==> config.mk <==
export PLATFORM = sky130hd
export DESIGN_NAME = player_move_ctrl
export DESIGN_NICKNAME = d
export VERILOG_FILES = /design/src/rtl/player_move_ctrl.sv
export SDC_FILE = /design/constraint.sdc
export NUM_CORES = 1
export LEC_CHECK = 0
export ABC_AREA = 1
export CELL_PAD_IN_SITES_DETAIL_PLACEMENT = 2
export CELL_PAD_IN_SITES_GLOBAL_PLACEMENT = 2
export CORE_MARGIN = 1
export CORE_UTILIZATION = 33
export CTS_CLUSTER_DIAMETER = 100
export CTS_CLUSTER_SIZE = 8
export DETAILED_ROUTE_END_ITERATION = 7
export PLACE_DENSITY_LB_ADDON = 0.1
export RECOVER_POWER = 50
export SLEW_MARGIN = 30
export SYNTH_ARGS = -nofsm -noshare
export SYNTH_HDL_FRONTEND = slang
export SYNTH_SLANG_ARGS = --single-unit
==> constraint.sdc <==
create_clock -name clk -period 2.1 [get_ports clk]
set_input_delay 0.525 -clock clk [delete_from_list [all_inputs] [get_ports clk]]
set_output_delay 0.525 -clock clk [all_outputs]
set_load 0.05 [all_outputs]
==> src/rtl/player_move_ctrl.sv <==
// Grid movement controller for the chicken: turns button edges into moves,
// queries the obstacle blocks for the target cell, and tracks death and score.
module player_move_ctrl #(
  parameter int         GRID_WIDTH  = 16,
  parameter int         GRID_HEIGHT = 12,
  parameter logic [3:0] START_X     = 4'd7,
  parameter logic [3:0] START_Y     = 4'd11,
  parameter int         COOLDOWN    = 2_500_000
) (
  input  logic       clk,
  input  logic       rst,
  input  logic       btn_up,
  input  logic       btn_down,
  input  logic       btn_left,
  input  logic       btn_right,
  input  logic       restart,
  output logic [3:0] blocked_x,
  output logic [3:0] blocked_y,
  input  logic       is_obstacle,
  input  logic       is_moving_obstacle,
  output logic [3:0] player_x,
  output logic [3:0] player_y,
  output logic       move_ack,
  output logic       move_rej,
  output logic       dead,
  output logic [7:0] score,
  output logic [1:0] state_dbg
);

  localparam int CW = (COOLDOWN > 1) ? $clog2(COOLDOWN) : 1;
  localparam logic [CW-1:0] CNT_LOAD = CW'(COOLDOWN - 1);

  typedef enum logic [1:0] {
    IDLE     = 2'd0,
    QUERY    = 2'd1,
    COOLDOWN_ST = 2'd2,
    DEAD     = 2'd3
  } state_t;

  state_t        state_q, state_n;
  logic [3:0]    px_q, py_q, px_n, py_n;
  logic [3:0]    cx_q, cy_q, cx_n, cy_n;
  logic [3:0]    min_row_q, min_row_n;
  logic [7:0]    score_q, score_n;
  logic [CW-1:0] cnt_q, cnt_n;
  logic          ack_n, rej_n;
  logic [4:0]    hist_q;
  logic [4:0]    edges;
  logic [4:0]    cand_x5, cand_y5;
  logic          any_press, oob;

  // Bit order: {restart, right, left, down, up}
  assign edges = {restart, btn_right, btn_left, btn_down, btn_up} & ~hist_q;

  always_comb begin
    cand_x5   = {1'b0, px_q};
    cand_y5   = {1'b0, py_q};
    any_press = 1'b1;
    if (edges[0])      cand_y5 = {1'b0, py_q} - 5'd1;
    else if (edges[1]) cand_y5 = {1'b0, py_q} + 5'd1;
    else if (edges[2]) cand_x5 = {1'b0, px_q} - 5'd1;
    else if (edges[3]) cand_x5 = {1'b0, px_q} + 5'd1;
    else               any_press = 1'b0;
    // Underflow wraps to 31 in 5 bits, so one upper-bound test covers both edges.
    oob = (cand_x5 >= 5'(GRID_WIDTH)) || (cand_y5 >= 5'(GRID_HEIGHT));
  end

  always_comb begin
    state_n   = state_q;
    px_n      = px_q;
    py_n      = py_q;
    cx_n      = cx_q;
    cy_n      = cy_q;
    min_row_n = min_row_q;
    score_n   = score_q;
    cnt_n     = cnt_q;
    ack_n     = 1'b0;
    rej_n     = 1'b0;
    case (state_q)
      IDLE: begin
        if (is_moving_obstacle) begin
          state_n = DEAD;
        end else if (any_press) begin
          if (oob) begin
            rej_n = 1'b1;
          end else begin
            cx_n    = cand_x5[3:0];
            cy_n    = cand_y5[3:0];
            state_n = QUERY;
          end
        end
      end
      QUERY: begin
        if (is_moving_obstacle) begin
          px_n    = cx_q;
          py_n    = cy_q;
          state_n = DEAD;
        end else if (is_obstacle) begin
          rej_n   = 1'b1;
          state_n = IDLE;
        end else begin
          px_n    = cx_q;
          py_n    = cy_q;
          ack_n   = 1'b1;
          cnt_n   = CNT_LOAD;
          state_n = COOLDOWN_ST;
          if (cy_q < min_row_q) begin
            min_row_n = cy_q;
            if (score_q != 8'hFF) score_n = score_q + 8'd1;
          end
        end
      end
      COOLDOWN_ST: begin
        if (is_moving_obstacle)  state_n = DEAD;
        else if (cnt_q == '0)    state_n = IDLE;
        else                     cnt_n   = cnt_q - 1'b1;
      end
      DEAD: begin
        if (edges[4]) begin
          px_n      = START_X;
          py_n      = START_Y;
          score_n   = 8'd0;
          min_row_n = START_Y;
          state_n   = IDLE;
        end
      end
      default: state_n = IDLE;
    endcase
  end

  always_ff @(posedge clk or negedge rst) begin
    if (!rst) begin
      state_q   <= IDLE;
      px_q      <= START_X;
      py_q      <= START_Y;
      cx_q      <= START_X;
      cy_q      <= START_Y;
      min_row_q <= START_Y;
      score_q   <= 8'd0;
      cnt_q     <= '0;
      move_ack  <= 1'b0;
      move_rej  <= 1'b0;
      hist_q    <= 5'd0;
    end else begin
      state_q   <= state_n;
      px_q      <= px_n;
      py_q      <= py_n;
      cx_q      <= cx_n;
      cy_q      <= cy_n;
      min_row_q <= min_row_n;
      score_q   <= score_n;
      cnt_q     <= cnt_n;
      move_ack  <= ack_n;
      move_rej  <= rej_n;
      hist_q    <= {restart, btn_right, btn_left, btn_down, btn_up};
    end
  end

  assign blocked_x = (state_q == QUERY) ? cx_q : px_q;
  assign blocked_y = (state_q == QUERY) ? cy_q : py_q;
  assign player_x  = px_q;
  assign player_y  = py_q;
  assign score     = score_q;
  assign dead      = (state_q == DEAD);
  assign state_dbg = state_q;

endmodule

After elaboration in Yosys (flattened, before gate mapping)
Cells that the tools add are included.
{"block": "op_classes", "add_sub_neg": 6, "magnitude_cmp": 3, "eq_ne": 15, "mux": 53, "n_bitwise": 4, "n_reduce_logical": 11}
{"operator": "$mux W22", "n": 4}
{"operator": "$mux W4", "n": 11}
{"operator": "$pmux W22 S2", "n": 1}
{"operator": "$mux W8", "n": 5}
{"operator": "$mux W5", "n": 6}
{"operator": "$pmux W4 S2", "n": 3}
{"operator": "$logic_not A22 Y1", "n": 1}
{"operator": "$sub A22 B1 Y22 const B", "n": 1}
{"operator": "$mux W2", "n": 8}
{"operator": "$pmux W8 S2", "n": 1}
{"operator": "$mux W1", "n": 12}
{"operator": "$ne A2 B2 Y1 const B", "n": 6}
{"operator": "$ne A3 B3 Y1 const B", "n": 4}
{"operator": "$add A4 B1 Y5 const B", "n": 2}
{"operator": "$reduce_and A5 Y1", "n": 2}
{"operator": "$sub A4 B1 Y5 const B", "n": 2}
{"operator": "$add A8 B1 Y8 const B", "n": 1}
{"operator": "$ne A8 B8 Y1 const B", "n": 1}
{"operator": "$pmux W2 S4", "n": 1}
{"operator": "$reduce_and A4 Y1", "n": 2}
{"operator": "$reduce_and A6 Y1", "n": 1}
{"operator": "$and A5 B5 Y5", "n": 1}
{"operator": "$ge A5 B4 Y1 const B", "n": 1}
{"operator": "$ge A5 B5 Y1 const B", "n": 1}
{"operator": "11 further kinds", "n": 14}
{"block": "totals", "register_bits": 59, "inputBits": 9, "out_inout_bits": 29, "wordCells": 103}

Logic depth before layout (Yosys ltp)
{"block": "depth", "ltp_word": 12, "mapped_depth": 13, "depth_no_buf": 13}

Worst setup path before layout
OpenSTA, ideal clock, no wires.
{"block": "synth_timing", "kind": "reg-to-output", "startpoint": "reg state_q[1] (netlist: state_dbg[1])", "endpoint": "out blocked_x[0]", "arrival_time_ps": 2276, "required_time_ps": 1575, "setup_slack_ps": -701, "path_stages_with_launch": 5, "path_buffers": 2, "path_cell_list": "dfrtp_1 nor2_2 buf_2 clkbuf_1 o21ai_0"}
{"block": "synth_via", "elab_chain_len": 2}
{"item": "start, declared", "line_no": "40", "source": "state_t state_q, state_n;"}
{"item": "start signal, assigned", "line_no": "145", "source": "state_q <= state_n;"}
{"item": "$eq A2 B1 Y1", "line_no": "159", "source": "assign blocked_x = (state_q == QUERY) ? cx_q : px_q;"}
{"item": "$mux W4", "line_no": "159"}
{"item": "end, declared", "line_no": "17", "source": "output logic [3:0] blocked_x,"}
No other way between the ends.

Worst setup path after layout
{"block": "layout_timing", "startpoint": "reg state_q[1] (netlist: state_dbg[1])", "endpoint": "out dead"}
{"block": "layout_via", "elab_chain_len": 1}
{"item": "$eq A2 B2 Y1", "line_no": "164", "source": "assign dead = (state_q == DEAD);"}
{"item": "end, declared", "line_no": "25", "source": "output logic dead,"}
No other way between the ends.

==> summary.md <==
| Metric | Value |
|---|---|
| Gate Count Post-Synth | 491 |
| DP Wirelength | a little under 9000 um |
| Storage cell area | 0.001498 sq mm |
| DR vias/cell | 4.964 |
| Min Tclk post-route | around 2.0 ns |
| Die ar. | approximately 0.011 sq mm |
| Synth Cell Area | ~0.0036 sq mm |
| Clk buf depth | 2 |
| Share of layout cells above drive strength 1 | 0.2451 |
| CP startpoint | state_dbg[1]$_DFFE_PN0P_ |
| Final period utilization | 0.9608 |
| Endpoints failing hold | 0 |
| Outcome | finished, violations left |
| GR Util All Layers | 0.2244 |
| Top cells by count, synth | nand2_1, nor2_1, dfrtp_1 |
| Clk_lat worst skew | 0.35 ns |
| Final WL | between 10000 and 15000 um |
| Core Footprint | around 0.011 sq mm |
| Post-synth EDFFs | 0 |
| Port buffer count | 37 |
| Synthesis-to-layout area growth | 26.80% |
| Clk sink count | 59 |
| Synth top area share | 0.3036 |
| Max frequency | just under 500 MHz |
| Failing checks | max-capacitance violations, max-slew violations |
| Seq/Total Area, Yosys | 0.4122 |
| Req. time, crit path | approximately 1.6 ns |
| Die Height | between 100 and 150 um |
| Hold Startpoint | min_row_q[3]$_DFFE_PN1P_ |
| Routed wire per std cell | roughly 17 um |
| # setup viols final | 0 |
| RSZ-0062 raised after global routing | false |
| Root buffer cell | clkbuf_8 |
| Max cap viols | 1 |
| Worst hold-check slack | between 0.4 and 0.5 ns |
| Final #Nets | roughly 580 |
| Starting Density | 0.3452 |
| Fillers | about 1300 |
| Worst setup path class | reg2out |
| Rel. slew slack | -0.07016 |
| RD Place Congestion | 0.7575 |
| Post-route antenna net violation count | 0 |
| Global-route wire length before repair | 19730 um |
| DRC Markers | 0 |
| N_diodes | 0 |
| Post-synth cell types | 30 |
| Boundary pin count | 38 |
| Multi-input combinational cell area | 0.001898 sq mm |
| Synth area leader | dfrtp_1 |
| Worst Max-Slew Pin Slew | about 1.6 ns |
| Slew Limit Fails | 24 |
| Hold Crit Class | reg2reg |
| CTS tree | done |
| Total Neg Setup Slack | 0 ns |
| Die Wd | between 100 and 150 um |
| Initial antenna violation count | 0 |
| Avg Inst Size Synth | 7.387 sq um |
| Ys Warns | 0 |
| Crit Reg-Reg Startpoint | player_y[1]$_DFFE_PN1P_ |
| Syn Nets | approximately 510 |
| Cts bufs inserted | 9 |
| Vias in the first global route | ~3800 |
| Synth area leaders | dfrtp_1, nand2_1, dfstp_2 |
| Pwr/cell area | about 1600 mW/mm^2 |
| Vias | between 3000 and 4000 |
| Worst path arrival time | between 1 and 1.5 ns |
| P_leak | 2.181 nW |
| CP endpoint kind | output port |
| Initial DRC count | approximately 90 |
| H-tree depth | 3 |
| Placed Cells | approximately 680 |
| Grt ovf | 0 |
| Row count | 37 |
| Largest net degree at the start of global routing | 32 |
| Clk_skew | between 0.008 and 0.009 ns |
| Final cell count without fillers | around 700 |
| FF+latch count, synth | just under 60 |
| Maximum fanout along the worst path | 8 |
| Overall power consumption | 7.216 mW |
| DRT Pass-1 Iters | 4 |
| Most common cell in the netlist | nand2_1 |
| Top_reg_cell synth | dfrtp_1 |
| CP Launch Type | register |
| Async S/R FF share, synth | 1.000 |
| Worst-path clk slew | around 0.070 ns |
| Worst VDD drop | slightly below 0.9 mV |
## critical path: stages (launching register included)
cell	delay [ns]
dfrtp_2	0.47
nand2_1	0.26
inv_2	0.25
buf_12	0.16
## where the power goes
part,internal [mW],total [mW],switching [mW]
registers,1.60,2.02,0.420
logic,1.48,4.19,2.71
clock network,0.523,1.00,0.478
total,3.61,7.22,3.61
## state kept, by name, indices dropped and copies added (netlist names)
signal / cells
min_row_q: 4
cx_q: 4
hist_q: 5
state_dbg: 2
cy_q: 4
player_y: 4
cnt_q: 22
score: 8
move_rej: 1
move_ack: 1
player_x: 4
## path summary, 6_finish.rpt
path	slack [ns]	cells after the start	endpoint
worst max-delay path	0.08	3	dead
worst min-delay path	0.48	2	min_row_q[3]$_DFFE_PN1P_
worst max register to register	0.13	11	cx_q[2]$_DFFE_PN1P_
worst min register to register	0.48	2	min_row_q[3]$_DFFE_PN1P_
max in group asynchronous	0.44	2	cnt_q[21]$_DFFE_PN0P_
min in group asynchronous	0.58	1	min_row_q[2]$_DFFE_PN0P_
## per-layer routing
layer,routed length [um],vias to the layer above,global-route usage
met3,245,10,0.03830
met4,134,0,0.06164
met1,5478,1742,0.2912
met2,5773,39,0.3834
li1,-,1679,-
met5,0,-,0
## per-stage QoR
| step | utilization | area, sq um | setup WS (ns) |
|---|---|---|---|
| 3_3_place_gp | 0.4203 | 4417 | -0.01838 |
| 4_1_cts | 0.4377 | 4599 | 0.0000006661 |
| 6_report | 0.4377 | 4599 | 0.08236 |
| 3_5_place_dp | 0.4203 | 4417 | -0.1268 |
| 5_1_grt | 0.4377 | 4599 | 0.001407 |
| 2_1_floorplan | - | 3670 | 0.02022 |
## cell families (layout without fill, tap and decap cells)
| logic type | count (synthesis) | count (layout) | share of synthesized area |
|---|---|---|---|
| xor+xnor | 24 | 24 | 0.05795 |
| buf+inv | 68 | 140 | 0.07830 |
| fa+ha+maj | 9 | 9 | 0.03105 |
| simple gates | 256 | 256 | 0.2960 |
| flops | 59 | 59 | 0.4122 |
| compound gates | 75 | 75 | 0.1245 |
## layout make-up
class | count | share of cell area
clock buffers | 14 | 0.03754
well taps | 136 | 0.03700
clock inverters | 2 | 0.002176
repair buffers | 68 | 0.1393
multi-input cells | 364 | 0.4127
inverters | 56 | 0.04570
flip-flops and latches | 59 | 0.3256
## placed cells by master, fill, tap and decap left out, drive strengths merged, types with 2 or more instances in the layout
master | netlist | layout
clkinv | 0 | 2
buf | 9 | 49
xor2 | 22 | 22
nor2 | 66 | 66
nand2 | 148 | 148
ha | 9 | 9
a21oi | 6 | 6
dfrtp | 44 | 44
nand3 | 30 | 30
or2 | 3 | 3
dlygate4sd3 | 0 | 5
clkbuf | 3 | 24
o21ai | 66 | 66
nand4 | 5 | 5
clkdlybuf4s50 | 0 | 4
nor3 | 3 | 3
inv | 56 | 56
xnor2 | 2 | 2
dfstp | 15 | 15
## what timing repair did
action,in CTS,in global routing
hold buffers,0,0
resized for setup,0,4
setup endpoints to repair,0,20
buffers inserted,0,2
Power figures use the tool's default switching activity.
==> RTL edit 1, RTL diff (config.mk and constraints unchanged) <==
Make the reset (`rst`) synchronous in one clocked block.
--- a/src/rtl/player_move_ctrl.sv
+++ b/src/rtl/player_move_ctrl.sv
@@ -128,7 +128,7 @@
     endcase
   end
 
-  always_ff @(posedge clk or negedge rst) begin
+  always_ff @(posedge clk) begin
     if (!rst) begin
       state_q   <= IDLE;
       px_q      <= START_X;
Check against the original RTL: differs if rst is asserted again (counterexample within 4 cycles, from zero or initial values and one cycle with rst low); with rst held inactive, the same outputs for 10 cycles.
==> RTL edit 1 against the original RTL <==
Worst setup slack got worse by 0.057 ns. Total power decreased by 20%. Global-route usage rose by 2.9 points. Hold slack improved by 0.013 ns. Sequential cell count unchanged. Final area increased by 0.41%. Highest routed layer unchanged. Routed wire length is 17% higher. Largest power group unchanged. Via count is 10% higher. First-iteration DRC count is 66% higher. Synthesized cell count up 9.8%. Final cell count is 8.2% higher. Synthesized area is 3.5% lower. Die area is 3.5% lower.
==> RTL edit 1: results (changes against the original RTL) <==
Layout Cells excl Fill=756 (+8.2%); hold_ws=0.493 ns (+0.0128 ns); DRT iter0 DRCs=151 (+66%); fin nets=633 (+9.9%); Synth Area per Inst=6.49 µm² (-12%); Layout Skew=0.00967 ns (+0.000917 ns); first-pass GRT wire length=21600 µm (+9.3%); Top FF cell, synth=dfxtp_1; synth unique cells=32 (+6.7%); Area contributors post-synth=dfxtp_1, nand2_1, nor2_1, inv_1, nand3_1; worst vdd ir=0.692 mV (-20%); post-synthesis sequential area ratio=0.338 (-0.0747); Routability Congestion=0.793 (+4.7%); worst flop-to-flop path endpoint=cx_q[1]; Leak Pwr=2.12 nW (-2.7%); DP Area=0.00443 mm² (+0.31%); number of global-route vias before repair=4156 (+8.0%); post-DP HPWL=9670 µm (+8.1%); pre-CTS WS=-0.267 ns (-0.140 ns); ys async rst share=0 (-1.00); Comb power=3.03 mW (-28%); slowest stage delay, CP=0.82 ns (+0.35 ns); Clock Power Share=0.216 (+0.077); max_slew headroom=0.321 (+0.391); Placed Cells=740 (+8.7%); run status=completed; ratio of cells with drive above 1 in the final layout=0.181 (-0.0645); syn nets=557 (+9.4%); Internal Power=3.14 mW (-13%); Synth top cells by count=nand2_1, nor2_1, dfxtp_1; DR WL/cell=18.0 µm (+8.1%); CP max stage cell=clkdlybuf4s50_1
==> RTL edit 1: cell families after synthesis <==
group	count (synthesis)	share of synthesized area
flops	59	0.338
compound gates	83	0.128
fa+ha+maj	9	0.0322
buf+inv	75	0.0930
simple gates	299	0.374
xor+xnor	14	0.0350
==> RTL edit 1: how the worst max path moves through the flow <==
stage / to / depth (start not counted) / start
floorplan: blocked_y[1] / 6 / state_dbg[0]
global placement: cx_q[3] / 14 / btn_left
detailed placement: cx_q[2] / 13 / btn_left
CTS: dead / 4 / state_dbg[1]
global route: cx_q[3] / 13 / btn_down
finish: move_rej / 1 / move_rej
==> RTL edit 1: routing by layer <==
metal  wire length [µm]  track usage
met1               6220        0.322
met3                487       0.0549
met2               6740        0.422
met5                  0            0
met4                146       0.0865
==> RTL edit 1: final cells by class <==
type | instances | area, µm²
sequential | 59 | 1190
multi-input combinational | 405 | 2040
tap | 136 | 170
clock inverter | 5 | 75.1
inverter | 60 | 233
clock buffer | 11 | 151
timing repair buffer | 80 | 761
fill | 1220 | 5710
==> RTL edit 2, RTL diff (same settings) <==
Made on the original files. Set the parameter `COOLDOWN` to 1_250_000 (it was 2_500_000).
--- a/src/rtl/player_move_ctrl.sv
+++ b/src/rtl/player_move_ctrl.sv
@@ -5,7 +5,7 @@
   parameter int         GRID_HEIGHT = 12,
   parameter logic [3:0] START_X     = 4'd7,
   parameter logic [3:0] START_Y     = 4'd11,
-  parameter int         COOLDOWN    = 2_500_000
+  parameter int         COOLDOWN    = 1_250_000
 ) (
   input  logic       clk,
   input  logic       rst,
Formal check against the unedited RTL: same outputs for any inputs over 10 cycles, from zero or initial values and one cycle with rst low; that may be too few to reach the edited logic, so the function may still have changed.
==> RTL edit 2 against the original RTL <==
The run still ends with capacitance limit, slew limit left. Global-route usage is 0.25 points lower. Routed wire length down 3.2%. Worst setup slack better by 0.0079 ns. Critical path type unchanged. Register-to-register slack improved by 0.06 ns. Total power decreased by 0.75%. Synthesized area fell by 3.6%. Final area is 1.1% lower. Critical path depth is 1 higher. Largest cell class unchanged. Sequential power shrank 4%. Clock power is 19% higher. Sequential cell count fell by 1.
==> RTL edit 2: results (changes against the original RTL) <==
Synth top cells by count=nand2_1, nor2_1, inv_1; Area contributors post-synth=dfrtp_1, nand2_1, dfstp_2, o21ai_0, nor2_1; syn nets=484 (-4.9%); max reg flops=21 (-4.5%); worst vdd ir=0.682 mV (-21%); CP Max Fanout=5 (-3); Max Cap Violations=1 (unchanged); final wirelength=11300 µm (-3.2%); Layout Skew=0.0102 ns (+0.00148 ns); HP Class=reg -> reg; Placed Cells=664 (-2.5%); Final Max Tran Viols=59 (+150%); Arrival @ worst endpoint=1.48 ns; slowest stage delay, CP=0.58 ns (+0.11 ns); DP Area=0.00435 mm² (-1.5%); first-pass GRT wire length=19000 µm (-3.9%); routed vias=3430 (-1.2%); Synth Area in Compound Gates=0.112 (-0.0121); ys async rst share=1.00 (unchanged); fin nets=559 (-3.0%); later-pin clock latency in the skew report=0.36 ns; Layout Cells excl Fill=682 (-2.4%); run status=complete, but fails checks; Routability Congestion=0.808 (+6.6%); Leak Pwr=2.17 nW (-0.64%); root buffer cell=clkbuf_8; Ant. Diodes=0 (unchanged); TritonRoute pass-1 iters=4 (unchanged); DRT iter0 DRCs=44 (-52%); number of global-route vias before repair=3827 (-0.55%); initial antenna violation count=0 (unchanged); pin slew with the least headroom to its limit=1.54 ns (-0.0618 ns); Most flops, register=cnt_q; synth warn=0 (unchanged); synth unique cells=34 (+13%); ratio of cells with drive above 1 in the final layout=0.231 (-0.0143); post-synthesis sequential area ratio=0.421 (+0.00833); H-Tree Depth=3 (unchanged); CP max stage cell=dfstp_2; xor/xnor cell area share of the yosys netlist=0.0426 (-0.0154); gr usage total=0.222 (-0.00246); clock-pin slew on the worst setup and hold paths=0.08 ns; Synth Area per Inst=7.50 µm² (+1.5%); mux cell area share after synthesis=0 (unchanged); total CTS buffers=9 (unchanged); crit-path leading delay family=flip-flops; Post-Synth Adder-Cell Area=0.0322 (+0.00117); Port Buffers=37 (unchanged); failing checks=capacitance limit, slew limit; CTS Buffer Depth=2 (unchanged); post-DP HPWL=8480 µm (-5.2%); largest net degree at the start of global routing=59 (+84%)
RTL edit 2: metrics by stage:
step           setup TNS [ns]  setup WS [ns]  hold WS (ns)  power (mW)  utilization
5_1_grt                     0        0.00632         0.511        7.65        0.443
4_1_cts                     0         0.0130         0.199        7.29        0.446
3_3_place_gp         -0.00558       -0.00313         0.469        5.85        0.423
6_report                    0         0.0903         0.489        7.16        0.443
3_5_place_dp           -0.753         -0.110         0.479        6.03        0.423
2_1_floorplan          -0.476        -0.0595         0.229        4.37            -
RTL edit 2: final timing paths:
path                         startpoint           end  slack (ns)  cells past startpoint
max                         player_x[1]  blocked_x[1]        0.09                      4
min                        min_row_q[1]  min_row_q[1]        0.49                      2
max reg2reg                 player_x[1]       cy_q[1]        0.19                     13
min reg2reg                min_row_q[1]  min_row_q[1]        0.49                      2
max in group asynchronous           rst  state_dbg[0]        0.44                      2
min in group asynchronous           rst      cnt_q[1]        0.65                      2
RTL edit 2: timing repair:
| action | in CTS | in global routing |
|---|---|---|
| endpoints found under the setup margin | 10 | 5 |
| resized for setup | 4 | 1 |
| hold endpoints to repair | 0 | 0 |
| hold buffers | 0 | 0 |
| buffers inserted | 1 | 1 |
| pin swaps | 0 | 2 |
RTL edit 2: worst min-delay path: stages, from the launching register on:
cell,delay [ns]
dfstp_2,0.36
inv_1,0.07
a21oi_1,0.06
RTL edit 2: report_power, final:
part	internal, mW	switching, mW	total (mW)
sequential	1.57	0.367	1.94
clock	0.697	0.492	1.19
combinational	1.49	2.54	4.03
RTL edit 2: cell type report:
class	instances	area, µm²
fillers	1229	5730
multi-input cells	346	1800
flip-flops and latches	58	1470
repair buffers	73	692
inverters	53	199
well taps	136	170
clock buffers	11	141
clock inverters	5	77.6
RTL edit 2: per-layer routing:
metal	vias to the layer above	global-route usage	wire [µm]	part of all wire
met5	-	0	0	0
met4	0	0.0855	210	0.019
met3	16	0.0312	220	0.020
met2	38	0.396	5650	0.50
met1	1736	0.269	5170	0.46
li1	1640	-	-	-
RTL edit 2: kinds of logic (layout without fill, tap and decap cells):
kind of cell,count (synthesis),count (layout)
compound gates,71,71
xor+xnor,17,17
fa+ha+maj,9,9
buf+inv,62,142
flops,58,58
simple gates,249,249
